File: src/rtl/nf10_axilite_rd_arbiter_if.sv
// AXI4-Lite read-channel bundle for the two-master register arbiter.
// Upstream masters sit on the S_AXI_* side, the shared register slave on M_AXI_*.
interface nf10_axilite_rd_arbiter_if #(
  parameter int C_S_AXI_ADDR_WIDTH = 32,
  parameter int C_S_AXI_DATA_WIDTH = 32,
  parameter int C_NUM_MASTERS      = 2
);
  logic [C_NUM_MASTERS*C_S_AXI_ADDR_WIDTH-1:0] S_AXI_ARADDR;
  logic [C_NUM_MASTERS-1:0]                    S_AXI_ARVALID;
  logic [C_NUM_MASTERS-1:0]                    S_AXI_ARREADY;
  logic [C_NUM_MASTERS*C_S_AXI_DATA_WIDTH-1:0] S_AXI_RDATA;
  logic [C_NUM_MASTERS*2-1:0]                  S_AXI_RRESP;
  logic [C_NUM_MASTERS-1:0]                    S_AXI_RVALID;
  logic [C_NUM_MASTERS-1:0]                    S_AXI_RREADY;
  logic [C_S_AXI_ADDR_WIDTH-1:0]               M_AXI_ARADDR;
  logic                                        M_AXI_ARVALID;
  logic                                        M_AXI_ARREADY;
  logic [C_S_AXI_DATA_WIDTH-1:0]               M_AXI_RDATA;
  logic [1:0]                                  M_AXI_RRESP;
  logic                                        M_AXI_RVALID;
  logic                                        M_AXI_RREADY;

  // Environment view: drives requests and the slave's responses.
  modport master (
    output S_AXI_ARADDR, S_AXI_ARVALID, S_AXI_RREADY,
    output M_AXI_ARREADY, M_AXI_RDATA, M_AXI_RRESP, M_AXI_RVALID,
    input  S_AXI_ARREADY, S_AXI_RDATA, S_AXI_RRESP, S_AXI_RVALID,
    input  M_AXI_ARADDR, M_AXI_ARVALID, M_AXI_RREADY
  );

  // Arbiter view.
  modport slave (
    input  S_AXI_ARADDR, S_AXI_ARVALID, S_AXI_RREADY,
    input  M_AXI_ARREADY, M_AXI_RDATA, M_AXI_RRESP, M_AXI_RVALID,
    output S_AXI_ARREADY, S_AXI_RDATA, S_AXI_RRESP, S_AXI_RVALID,
    output M_AXI_ARADDR, M_AXI_ARVALID, M_AXI_RREADY
  );
endinterface

File: src/rtl/nf10_axilite_rd_arbiter.sv
// Round-robin two-master AXI4-Lite read arbiter, one outstanding read at a time.
// Address is latched on accept; the slave's response is buffered back to the winner.
module nf10_axilite_rd_arbiter #(
  parameter int C_S_AXI_ADDR_WIDTH = 32,
  parameter int C_S_AXI_DATA_WIDTH = 32,
  parameter int C_NUM_MASTERS      = 2
) (
  input logic S_AXI_ACLK,
  input logic S_AXI_ARESET,
  nf10_axilite_rd_arbiter_if.slave bus
);
  localparam int AW = C_S_AXI_ADDR_WIDTH;
  localparam int DW = C_S_AXI_DATA_WIDTH;

  generate
    if (C_NUM_MASTERS != 2) begin : g_bad_num_masters
      $error("nf10_axilite_rd_arbiter supports exactly 2 masters");
    end
  endgenerate

  localparam logic [1:0] ST_IDLE = 2'd0;
  localparam logic [1:0] ST_ADDR = 2'd1;
  localparam logic [1:0] ST_DATA = 2'd2;
  localparam logic [1:0] ST_RESP = 2'd3;

  logic [1:0]    r_state;
  logic          r_grant;
  logic          r_rr_ptr;
  logic [AW-1:0] r_addr_q;
  logic [DW-1:0] r_data_q;
  logic [1:0]    r_resp_q;

  logic          w_win;
  logic          w_accept;
  logic [AW-1:0] w_win_addr;
  logic [1:0]    w_arready;
  logic [1:0]    w_rvalid;
  logic [2*DW-1:0] w_rdata;
  logic [3:0]    w_rresp;

  // rr_ptr has priority; otherwise fall to the other master.
  assign w_win      = bus.S_AXI_ARVALID[r_rr_ptr] ? r_rr_ptr : ~r_rr_ptr;
  assign w_accept   = (r_state == ST_IDLE) && !S_AXI_ARESET && (|bus.S_AXI_ARVALID[1:0]);
  assign w_win_addr = bus.S_AXI_ARADDR[w_win*AW +: AW];

  always_comb begin
    w_arready = '0;
    w_rvalid  = '0;
    w_rdata   = '0;
    w_rresp   = '0;
    for (int i = 0; i < 2; i++) begin
      w_arready[i] = w_accept && (w_win == 1'(i));
      if ((r_state == ST_RESP) && (r_grant == 1'(i))) begin
        w_rvalid[i]         = 1'b1;
        w_rdata[i*DW +: DW] = r_data_q;
        w_rresp[i*2 +: 2]   = r_resp_q;
      end
    end
  end

  assign bus.S_AXI_ARREADY = w_arready;
  assign bus.S_AXI_RVALID  = w_rvalid;
  assign bus.S_AXI_RDATA   = w_rdata;
  assign bus.S_AXI_RRESP   = w_rresp;
  assign bus.M_AXI_ARADDR  = r_addr_q;
  assign bus.M_AXI_ARVALID = (r_state == ST_ADDR);
  assign bus.M_AXI_RREADY  = (r_state == ST_DATA);

  always_ff @(posedge S_AXI_ACLK) begin
    if (S_AXI_ARESET) begin
      r_state  <= ST_IDLE;
      r_grant  <= 1'b0;
      r_rr_ptr <= 1'b0;
      r_addr_q <= '0;
      r_data_q <= '0;
      r_resp_q <= '0;
    end else begin
      case (r_state)
        ST_IDLE: if (w_accept) begin
          r_addr_q <= w_win_addr;
          r_grant  <= w_win;
          r_state  <= ST_ADDR;
        end
        ST_ADDR: if (bus.M_AXI_ARREADY) r_state <= ST_DATA;
        ST_DATA: if (bus.M_AXI_RVALID) begin
          r_data_q <= bus.M_AXI_RDATA;
          r_resp_q <= bus.M_AXI_RRESP;
          r_state  <= ST_RESP;
        end
        ST_RESP: if (bus.S_AXI_RREADY[r_grant]) begin
          r_rr_ptr <= ~r_grant;
          r_state  <= ST_IDLE;
        end
        default: r_state <= ST_IDLE;
      endcase
    end
  end
endmodule

File: src/flat_wrapper.sv
// flat-port wrapper written by rule: the top's interface ports become plain ports
module nf10_axilite_rd_arbiter_flat 
#(
  parameter int C_S_AXI_ADDR_WIDTH = 32,
  parameter int C_S_AXI_DATA_WIDTH = 32,
  parameter int C_NUM_MASTERS      = 2
)
  (S_AXI_ACLK, S_AXI_ARESET, bus_S_AXI_ARADDR, bus_S_AXI_ARVALID, bus_S_AXI_RREADY, bus_M_AXI_ARREADY, bus_M_AXI_RDATA, bus_M_AXI_RRESP, bus_M_AXI_RVALID, bus_S_AXI_ARREADY, bus_S_AXI_RDATA, bus_S_AXI_RRESP, bus_S_AXI_RVALID, bus_M_AXI_ARADDR, bus_M_AXI_ARVALID, bus_M_AXI_RREADY);
  nf10_axilite_rd_arbiter_if #(.C_S_AXI_ADDR_WIDTH(C_S_AXI_ADDR_WIDTH), .C_S_AXI_DATA_WIDTH(C_S_AXI_DATA_WIDTH), .C_NUM_MASTERS(C_NUM_MASTERS)) bus_i ();
  input logic S_AXI_ACLK;
  input logic S_AXI_ARESET;
  input wire logic [$bits(bus_i.S_AXI_ARADDR)-1:0] bus_S_AXI_ARADDR;
  input wire logic [$bits(bus_i.S_AXI_ARVALID)-1:0] bus_S_AXI_ARVALID;
  input wire logic [$bits(bus_i.S_AXI_RREADY)-1:0] bus_S_AXI_RREADY;
  input wire logic [$bits(bus_i.M_AXI_ARREADY)-1:0] bus_M_AXI_ARREADY;
  input wire logic [$bits(bus_i.M_AXI_RDATA)-1:0] bus_M_AXI_RDATA;
  input wire logic [$bits(bus_i.M_AXI_RRESP)-1:0] bus_M_AXI_RRESP;
  input wire logic [$bits(bus_i.M_AXI_RVALID)-1:0] bus_M_AXI_RVALID;
  output wire logic [$bits(bus_i.S_AXI_ARREADY)-1:0] bus_S_AXI_ARREADY;
  output wire logic [$bits(bus_i.S_AXI_RDATA)-1:0] bus_S_AXI_RDATA;
  output wire logic [$bits(bus_i.S_AXI_RRESP)-1:0] bus_S_AXI_RRESP;
  output wire logic [$bits(bus_i.S_AXI_RVALID)-1:0] bus_S_AXI_RVALID;
  output wire logic [$bits(bus_i.M_AXI_ARADDR)-1:0] bus_M_AXI_ARADDR;
  output wire logic [$bits(bus_i.M_AXI_ARVALID)-1:0] bus_M_AXI_ARVALID;
  output wire logic [$bits(bus_i.M_AXI_RREADY)-1:0] bus_M_AXI_RREADY;
  assign bus_i.S_AXI_ARADDR = bus_S_AXI_ARADDR;
  assign bus_i.S_AXI_ARVALID = bus_S_AXI_ARVALID;
  assign bus_i.S_AXI_RREADY = bus_S_AXI_RREADY;
  assign bus_i.M_AXI_ARREADY = bus_M_AXI_ARREADY;
  assign bus_i.M_AXI_RDATA = bus_M_AXI_RDATA;
  assign bus_i.M_AXI_RRESP = bus_M_AXI_RRESP;
  assign bus_i.M_AXI_RVALID = bus_M_AXI_RVALID;
  assign bus_S_AXI_ARREADY = bus_i.S_AXI_ARREADY;
  assign bus_S_AXI_RDATA = bus_i.S_AXI_RDATA;
  assign bus_S_AXI_RRESP = bus_i.S_AXI_RRESP;
  assign bus_S_AXI_RVALID = bus_i.S_AXI_RVALID;
  assign bus_M_AXI_ARADDR = bus_i.M_AXI_ARADDR;
  assign bus_M_AXI_ARVALID = bus_i.M_AXI_ARVALID;
  assign bus_M_AXI_RREADY = bus_i.M_AXI_RREADY;
  nf10_axilite_rd_arbiter #(.C_S_AXI_ADDR_WIDTH(C_S_AXI_ADDR_WIDTH), .C_S_AXI_DATA_WIDTH(C_S_AXI_DATA_WIDTH), .C_NUM_MASTERS(C_NUM_MASTERS)) u_core (.S_AXI_ACLK(S_AXI_ACLK), .S_AXI_ARESET(S_AXI_ARESET), .bus(bus_i));
endmodule
File: config.mk
export PLATFORM = sky130hd
export DESIGN_NAME = nf10_axilite_rd_arbiter_flat
export DESIGN_NICKNAME = d
export VERILOG_FILES = /design/src/rtl/nf10_axilite_rd_arbiter_if.sv /design/src/rtl/nf10_axilite_rd_arbiter.sv /design/src/flat_wrapper.sv
export SDC_FILE = /design/constraint.sdc
export NUM_CORES = 1
export LEC_CHECK = 0
export BUFFER_PORTS_ARGS = -buffer_cell sky130_fd_sc_hd__clkbuf_2
export CAP_MARGIN = 5
export CORE_MARGIN = 2
export CORE_UTILIZATION = 45
export CTS_BUF_LIST = sky130_fd_sc_hd__clkbuf_8 sky130_fd_sc_hd__clkbuf_16
export DETAILED_ROUTE_END_ITERATION = 8
export PLACE_DENSITY_LB_ADDON = 0.25
export SLEW_MARGIN = 15
export SYNTH_ARGS = -nofsm -noshare
export SYNTH_HDL_FRONTEND = slang
export SYNTH_SLANG_ARGS = --single-unit
File: constraint.sdc
create_clock -name S_AXI_ACLK -period 2.95 [get_ports S_AXI_ACLK]
set_clock_uncertainty 0.1 [all_clocks]
set_input_delay 0.1475 -clock S_AXI_ACLK [delete_from_list [all_inputs] [get_ports S_AXI_ACLK]]
set_output_delay 0.1475 -clock S_AXI_ACLK [all_outputs]
set_load 0.02 [all_outputs]
After elaboration in Yosys (flattened, before gate mapping):

Index checks and enable logic that the tools add are counted.

* add/subtract/negate cells: 0
* $mul: 0
* div/mod/pow operators: 0
* order comparisons: 2
* equality and inequality tests: 7
* shift operators: 1
* multiplexer cells: 16
* bitwise operators: 3
* reduce and logical (&&, ||, !) cells: 13

Operators with widths (count)
* $mux W32: 2
* $shiftx A64 B7 Y32: 1
* $mux W2: 6
* $pmux W2 S4: 1
* $mux W1: 7
* $logic_and A1 B1 Y1: 6
* $ne A2 B2 Y1 const B: 3
* $reduce_and A2 Y1: 3
* $eq A2 B2 Y1 const B: 2
* $lt A1 B2 Y1 const B: 2
* $reduce_and A4 Y1: 1
* $not A1 Y1: 3
* $eq A2 B1 Y1 const B: 1
* $logic_not A2 Y1: 1
* $ne A2 B1 Y1 const B: 1
* $reduce_or A2 Y1: 1
* $logic_not A1 Y1: 1

* register bits after elaboration: 70
* latch bits: 0
* memory bits (writable): 0
* ROM bits: 0
* input bits: 106
* memories: 0

Longest topological paths before layout:

Gate-level depths: netlist (run 1).

* word-level depth: 5
* depth in mapped cells: 8
* mapped depth without buffers: 6

Worst setup path before layout (run 1):

OpenSTA, ideal clock, no wires.

* path kind: register -> output
* start: register u_core.r_state[0]
* end: output bus_S_AXI_RDATA[22]
* data arrival time: 1.472 ns
* data required time: 2.703 ns
* slack: 1.230 ns
* stages on the path, launching flop included: 5
* path buffers: 1
* cells stage by stage: dfxtp_1 ha_1 nor2b_1 clkbuf_1 and2_1

* word-level cells in the longest chain between the ends: 3

Ends and longest elaborated chain
* start, declared: RTL line nf10_axilite_rd_arbiter.sv:26 `logic [1:0] r_state;`
* start signal, assigned: RTL line nf10_axilite_rd_arbiter.sv:71 `r_state <= ST_IDLE;`
* start signal, assigned: RTL line nf10_axilite_rd_arbiter.sv:82 `r_state <= ST_ADDR;`
* start signal, assigned: RTL line nf10_axilite_rd_arbiter.sv:84 `ST_ADDR: if (bus.M_AXI_ARREADY) r_state <= ST_DATA;`
* $eq A2 B2 Y1: RTL line nf10_axilite_rd_arbiter.sv:53 `if ((r_state == ST_RESP) && (r_grant == 1'(i))) begin`
* $logic_and A1 B1 Y1: RTL line nf10_axilite_rd_arbiter.sv:53
* $mux W32: RTL line nf10_axilite_rd_arbiter.sv:53
* end, declared: RTL line flat_wrapper.sv:20 `output wire logic [$bits(bus_i.S_AXI_RDATA)-1:0] bus_S_AXI_RDATA;`

Every way passes these cells.

Worst setup path in the final report (run 1):

* start: register u_core.r_state[0]
* end: output bus_S_AXI_RDATA[0]

Same word-level chain as after synthesis.

==> results.yml, run 1 <==
logic_synthesis:
  number_of_enable_flip_flop_cells_after_synthesis: 0
  synth.distinct_cells: 23
  synth_area_leader_cell: "dfxtp_1"
  postSynthCellCount: 409
  syn-num-nets: 519
  ys.flop_type: "dfxtp_1"
  netlist_area_um2: 3380
  mean_instance_size_in_the_synthesized_netlist_um2: 8.26
  yosys-top-cells-area: "dfxtp_1 (41%), mux2i_1 (9.8%), nand2_1 (8.0%), and2_1 (6.8%), and3_1 (6.3%)"
  share_of_synthesized_area_occupied_by_flip_flops_and_latches: 0.415
  synth_async_sr_flop_share: 0
  synth_seq_cells: 70
  synth_top_cell_area_share: 0.415
  synth_warnings: 0
timing:
  final_setup_margin_ps: 708
  setup_total_negative_slack_ps: 0
  final_period_minus_worst_setup_slack_ps: 2240
  hold_viol_final: 0
  setup_viol: 0
  relative_slew_slack: 0.506
  worst-slew-pin-transition_ps: 740
  setup_repair_after_global_routing_missed_its_margin: "false"
  whs_ps: 28.2
  min_period_over_period: 0.760
  max_clock_freq_ghz: 0.446
  report.final.slew_viol_count: 0
power:
  total_power_mw: 2.98
  power.density_nw_per_um2: 603
  sw_frac: 0.374
  internal_power_summed_over_all_cells_mw: 1.87
  pwr-share-comb: 0.372
  netsw_mw: 1.11
  worst_ir_drop_vdd_v: 0.000393
  p_leak_nw: 2.54
  seqPwrFrac: 0.415
  power_frac_clock: 0.213
die:
  die-width_um: 90.7
  initial_core_util: 0.466
  fp.coreArea_um2: 7250
  placementRows: 31
  fp.dieH_um: 90.7
  dieArea_um2: 8220
  pin_count: 212
place:
  place_inst: 692
  dp.final_hpwl_um: 6670
  gp_congestion: 0.792
  numPortBuffers: 211
  place_area_um2: 4450
  pre_cts_slack_ps: 1020
clocking:
  clock_latency_ps: 330
  cts_made_buffers: 9
  tritoncts: "built"
  cts.htree.levels: 3
  clockBufferDepth: 2
  cts_post_setup_buffers_inserted: 0
  path_clk_slew_ps: 70
  cts-root-buf: "clkbuf_8"
  cts.sink_count: 70
cells_and_area:
  layout_common_cells: "clkbuf_2 (211), nand2_1 (72), dfxtp_1 (70), a21oi_1 (39), and2_1 (37)"
  layout_commonest_cell: "clkbuf_2"
  sequential_cell_area_um2: 1400
  finalNonFillerCells: 740
  post-route-util: 0.682
  drive_above_1_share: 0.376
  final_net_count: 748
  antennaDiodeCount: 0
  final_area_um2: 4950
  nFillCells: 608
  area_growth_pct: 46.4
  multi_input_area_um2: 1780
drt:
  met3_length_um: 761
  drc_violation_count_after_routing: 0
  finalWirelength_um: 9600
  dr.first_iter.drc_count: 100
  route.top_layer_used: "met4"
  ant_nets: 0
  dr_wl_met2_um: 4840
  routed_wire_per_std_cell_um: 13.0
  vias_per_instance: 4.92
  met1_length_um: 3810
  dr_total_vias: 3644
  pre_repair_dr_iteration_count: 4
global_route:
  grt_pass1_wl_um: 15900
  grt_pass1_vias: 3435
  global_route.overflow_total: 0
  grt_use_total: 0.236
  grt_antenna_before_repair: 0
  grt_max_degree: 71
hold_path:
  timing.hold.worst_path_depth: 3
  min_delay_worst_endpoint: "u_core.bus.M_AXI_ARADDR[5]$_SDFFE_PP0P_"
  worstHoldStart: "bus_S_AXI_ARADDR[37]"
  hold_path.class: "in2reg"
critical_path:
  ff2ff_setup_slack_ps: 1010
  cp-end-kind: "output pin"
  worst-endpoint-arrival_ps: 1990
  max_fo_critical_path: 35
  reg2reg_to: "u_core.bus.M_AXI_ARADDR[6]$_SDFFE_PP0P_"
  worstSetupPathType: "reg2out"
  r2r-start: "u_core.r_state[1]$_SDFFE_PP0P_"
  kind_of_start_point_of_the_critical_path: "flop"
  worst_ep_required_time_ps: 2700
  r2r_cells: 7
outcome:
  outcome: "complete, no violations"
flow_run:
  max_cap_viol_count: 0
kinds of logic (layout without fill, tap and decap cells):
kind of cell             Yosys count  after routing  share of synthesized area
flip-flops                        70             70                      0.415
AO/OA/AOI/OAI                     75             75                      0.146
buffers and inverters             43            275                     0.0611
multiplexers                      34             34                      0.104
AND/OR/NAND/NOR                  183            183                      0.259
adder cells (fa/ha/maj)            4              4                     0.0148
power by group through the flow:
stage          sequential [mW]  clock, mW  combinational [mW]
5_1_grt                   1.26      0.690                1.23
3_5_place_dp              1.26          0                1.08
2_1_floorplan             1.38          0               0.647
3_3_place_gp              1.25          0                1.05
4_1_cts                   1.24      0.649                1.12
6_report                  1.24      0.635                1.11
area by class of cell:
cell class,instances,area share
Clock buffer,10,0.0278
Clock inverter,4,0.00354
Inverter,7,0.00531
Multi-Input combinational cell,296,0.359
Sequential cell,70,0.283
Tap cell,99,0.0250
Timing Repair Buffer,254,0.296
synthesized netlist by cell type (2+ instances only):
cell,n
a21oi_1,39
buf_2,6
ha_1,4
a211oi_1,28
and3_1,34
or2_2,2
mux2i_1,33
dfxtp_1,70
buf_8,3
inv_1,7
nor2_1,35
clkbuf_1,26
a211oi_2,5
nand2_1,72
and2_1,37
critical path, cell delays in order (launching register included):
cell and delay, ps:
dfxtp_1 390, ha_1 430, nor2b_1 190, buf_4 280
and2_1 190, clkbuf_2 180
registers in the layout, summed over array words and instances, names as in the netlist:
name                     count
u_core.r_data_q             32
u_core.bus.M_AXI_ARADDR     32
u_core.r_rr_ptr              1
u_core.r_resp_q              2
u_core.r_state               2
u_core.r_grant               1
routing by layer:
layer,global-route usage,up-vias
met5,0,-
met1,0.278,1621
met3,0.0593,17
met4,0.0936,0
li1,-,1842
met2,0.411,164
how the worst max path moves through the flow:
| stage | start | end | cells past startpoint |
|---|---|---|---|
| floorplan | u_core.r_state[0]$_SDFFE_PP0P_ | bus_S_AXI_RDATA[22] | 4 |
| global placement | u_core.r_state[0]$_SDFFE_PP0P_ | u_core.r_data_q[20]$_SDFFE_PP0P_ | 6 |
| detailed placement | u_core.r_state[0]$_SDFFE_PP0P_ | u_core.r_data_q[28]$_SDFFE_PP0P_ | 6 |
| CTS | u_core.r_state[0]$_SDFFE_PP0P_ | bus_S_AXI_RDATA[9] | 5 |
| global route | u_core.r_state[0]$_SDFFE_PP0P_ | bus_S_AXI_RDATA[0] | 5 |
| finish | u_core.r_state[0]$_SDFFE_PP0P_ | bus_S_AXI_RDATA[0] | 5 |
repair_timing:
item	CTS	global route
hold buffers	34	0
gates resized for setup	0	0
hold endpoints to repair	34	0
No activity file was read; power rests on OpenSTA's default activity.
==> run 2: changes to the inputs <==
--- a/config.mk
+++ b/config.mk
@@ -8,7 +8,7 @@
 export BUFFER_PORTS_ARGS = -buffer_cell sky130_fd_sc_hd__clkbuf_2
 export CAP_MARGIN = 5
 export CORE_MARGIN = 2
-export CORE_UTILIZATION = 45
+export CORE_UTILIZATION = 43
 export CTS_BUF_LIST = sky130_fd_sc_hd__clkbuf_8 sky130_fd_sc_hd__clkbuf_16
 export DETAILED_ROUTE_END_ITERATION = 8
 export PLACE_DENSITY_LB_ADDON = 0.25
==> constraint.sdc (replaced) <==
create_clock -name S_AXI_ACLK -period 2.1 [get_ports S_AXI_ACLK]
set_clock_uncertainty 0.1 [all_clocks]
set_input_delay 0.105 -clock S_AXI_ACLK [delete_from_list [all_inputs] [get_ports S_AXI_ACLK]]
set_output_delay 0.105 -clock S_AXI_ACLK [all_outputs]
set_load 0.02 [all_outputs]
==> run 2 against run 1 <==
Effect of this change:
- via count rose by 4.6%
- worst setup slack got worse by 590 ps
- sequential power rose by 41%
- wire length rose by 11%
- register-to-register slack got worse by 850 ps
- clock-buffer cell count did not move
- critical path depth rose by 2
- power rose by 47%
- clock power rose by 40%
- sequential share of layout area fell by 1.7 points
- highest routed layer unchanged
==> results.yml, run 2 (same netlist as run 1, synthesis figures left out) <==
outcome:
  outcome: "complete, no violations"
place:
  gp_congestion: 0.757
  pre_cts_slack_ps: 338
  dp.final_hpwl_um: 6710
  numPortBuffers: 211
critical_path:
  cp-end-kind: "output pin"
  r2r_cells: 5
  kind_of_start_point_of_the_critical_path: "flop"
  critPathLaunch: "u_core.r_state[1]$_SDFFE_PP0P_"
  ff2ff_setup_slack_ps: 160
  worst-endpoint-arrival_ps: 1780
  r2r-start: "u_core.r_rr_ptr$_SDFFE_PP0P_"
  worstSetupPathType: "reg2out"
  reg2reg_to: "u_core.bus.M_AXI_ARADDR[18]$_SDFFE_PP0P_"
  max_fo_critical_path: 3
  critPathCapture: "bus_S_AXI_ARREADY[1]"
  worst_ep_required_time_ps: 1890
drt:
  drc_violation_count_after_routing: 0
  dr.first_iter.drc_count: 126
  pre_repair_dr_iteration_count: 4
  routed_wire_per_std_cell_um: 13.9
  vias_per_instance: 4.96
  finalWirelength_um: 10600
  dr_total_vias: 3811
  ant_nets: 0
cells_and_area:
  layout_common_cells: "clkbuf_2 (210), nand2_1 (72), dfxtp_1 (67), dlygate4sd3_1 (56), a21oi_1 (39)"
  antennaDiodeCount: 0
  post-route-util: 0.686
  layout_commonest_cell: "clkbuf_2"
  nFillCells: 633
  area_growth_pct: 56.1
  final_net_count: 773
  drive_above_1_share: 0.375
timing:
  final_setup_margin_ps: 113
  max_clock_freq_ghz: 0.503
  hold_viol_final: 0
  report.final.slew_viol_count: 0
  setup_viol: 0
  setup_total_negative_slack_ps: 0
  worst-slew-pin-transition_ps: 755
  final_period_minus_worst_setup_slack_ps: 1990
  relative_slew_slack: 0.496
  min_period_over_period: 0.946
  setup_repair_after_global_routing_missed_its_margin: "false"
clocking:
  clockBufferDepth: 2
  cts_made_buffers: 9
  tritoncts: "built"
  cts.sink_count: 70
  clock_latency_ps: 330
  path_clk_slew_ps: 70
  cts.htree.levels: 3
  cts-root-buf: "clkbuf_8"
die:
  pin_count: 212
  placementRows: 32
  die-width_um: 92.7
  fp.dieH_um: 92.7
  dieArea_um2: 8580
  fp.coreArea_um2: 7690
  initial_core_util: 0.440
power:
  p_leak_nw: 2.67
  power.density_nw_per_um2: 831
  total_power_mw: 4.38
  worst_ir_drop_vdd_v: 0.000563
global_route:
  grt_pass1_vias: 3475
  grt_pass1_wl_um: 16200
  grt_max_degree: 71
  grt_antenna_before_repair: 0
  global_route.overflow_total: 0
  grt_use_total: 0.231
flow_run:
  max_cap_viol_count: 0
hold_path:
  hold_path.class: "in2reg"
## run 2: changes by cell type in the layout (fill, tap and decap cells not counted), moves of 2 or more
cell / delta
inv_1: -2
dlygate4sd3_1: +22
dfxtp_2: +3
buf_12: +2
clkbuf_16: +2
dfxtp_1: -3
## run 2: worst min-delay path by stage
stage / startpoint / cells after the start / to
after detailed placement: bus_M_AXI_RDATA[3] / 3 / u_core.r_data_q[3]$_SDFFE_PP0P_
after global placement: bus_M_AXI_RDATA[14] / 3 / u_core.r_data_q[14]$_SDFFE_PP0P_
after global routing: bus_S_AXI_ARADDR[45] / 3 / u_core.bus.M_AXI_ARADDR[13]$_SDFFE_PP0P_
after CTS: bus_S_AXI_ARADDR[3] / 3 / u_core.bus.M_AXI_ARADDR[3]$_SDFFE_PP0P_
after floorplan: bus_M_AXI_RDATA[0] / 2 / u_core.r_data_q[0]$_SDFFE_PP0P_
final: bus_S_AXI_ARADDR[36] / 3 / u_core.bus.M_AXI_ARADDR[4]$_SDFFE_PP0P_
## run 2: repair_timing
action / 4_1_cts / 5_1_grt
setup endpoints to repair: 2 / 6
gates cloned: 0 / 2
setup buffers: 0 / 1
endpoints found under the hold margin: 49 / 0
hold buffers: 56 / 0
pin swaps: 1 / 0
gates resized for setup: 3 / 6
## run 2: power breakdown
group	switching, mW	internal, mW
clock network	0.452	0.435
registers	0.162	1.59
logic	1.01	0.734
total	1.63	2.76
## run 2: layer usage
layer,track usage,vias to the layer above,share of wire
met5,0,-,0
met1,0.269,1734,0.41
met2,0.410,172,0.50
met4,0.0882,0,0.015
met3,0.0537,16,0.084
li1,-,1889,-
## run 2: cell type report
| class | count | area, um2 | area share |
|---|---|---|---|
| clock buffer | 10 | 138 | 0.0261 |
| sequential | 70 | 1410 | 0.266 |
| inverter | 7 | 28.8 | 0.00546 |
| tap | 102 | 128 | 0.0242 |
| timing repair buffer | 279 | 1770 | 0.335 |
| clock inverter | 4 | 17.5 | 0.00332 |
| multi-input combinational | 296 | 1790 | 0.339 |
## run 2: stage by stage
stage | std cells | hold slack, ps | cell area (um2)
6_report | 768 | 11.3 | 5280
5_1_grt | 768 | 17.8 | 5280
4_1_cts | 765 | 0.427 | 5200
3_5_place_dp | 695 | 234 | 4480
3_3_place_gp | 695 | 228 | 4480
2_1_floorplan | 409 | 141 | 3380
## run 2: worst max-delay path, cell delays in order (launching register included)
cell	delay, ps
dfxtp_2	340
inv_4	70
ha_4	140
inv_1	70
or2_2	300
or2_2	310
inv_1	70
clkbuf_4	160
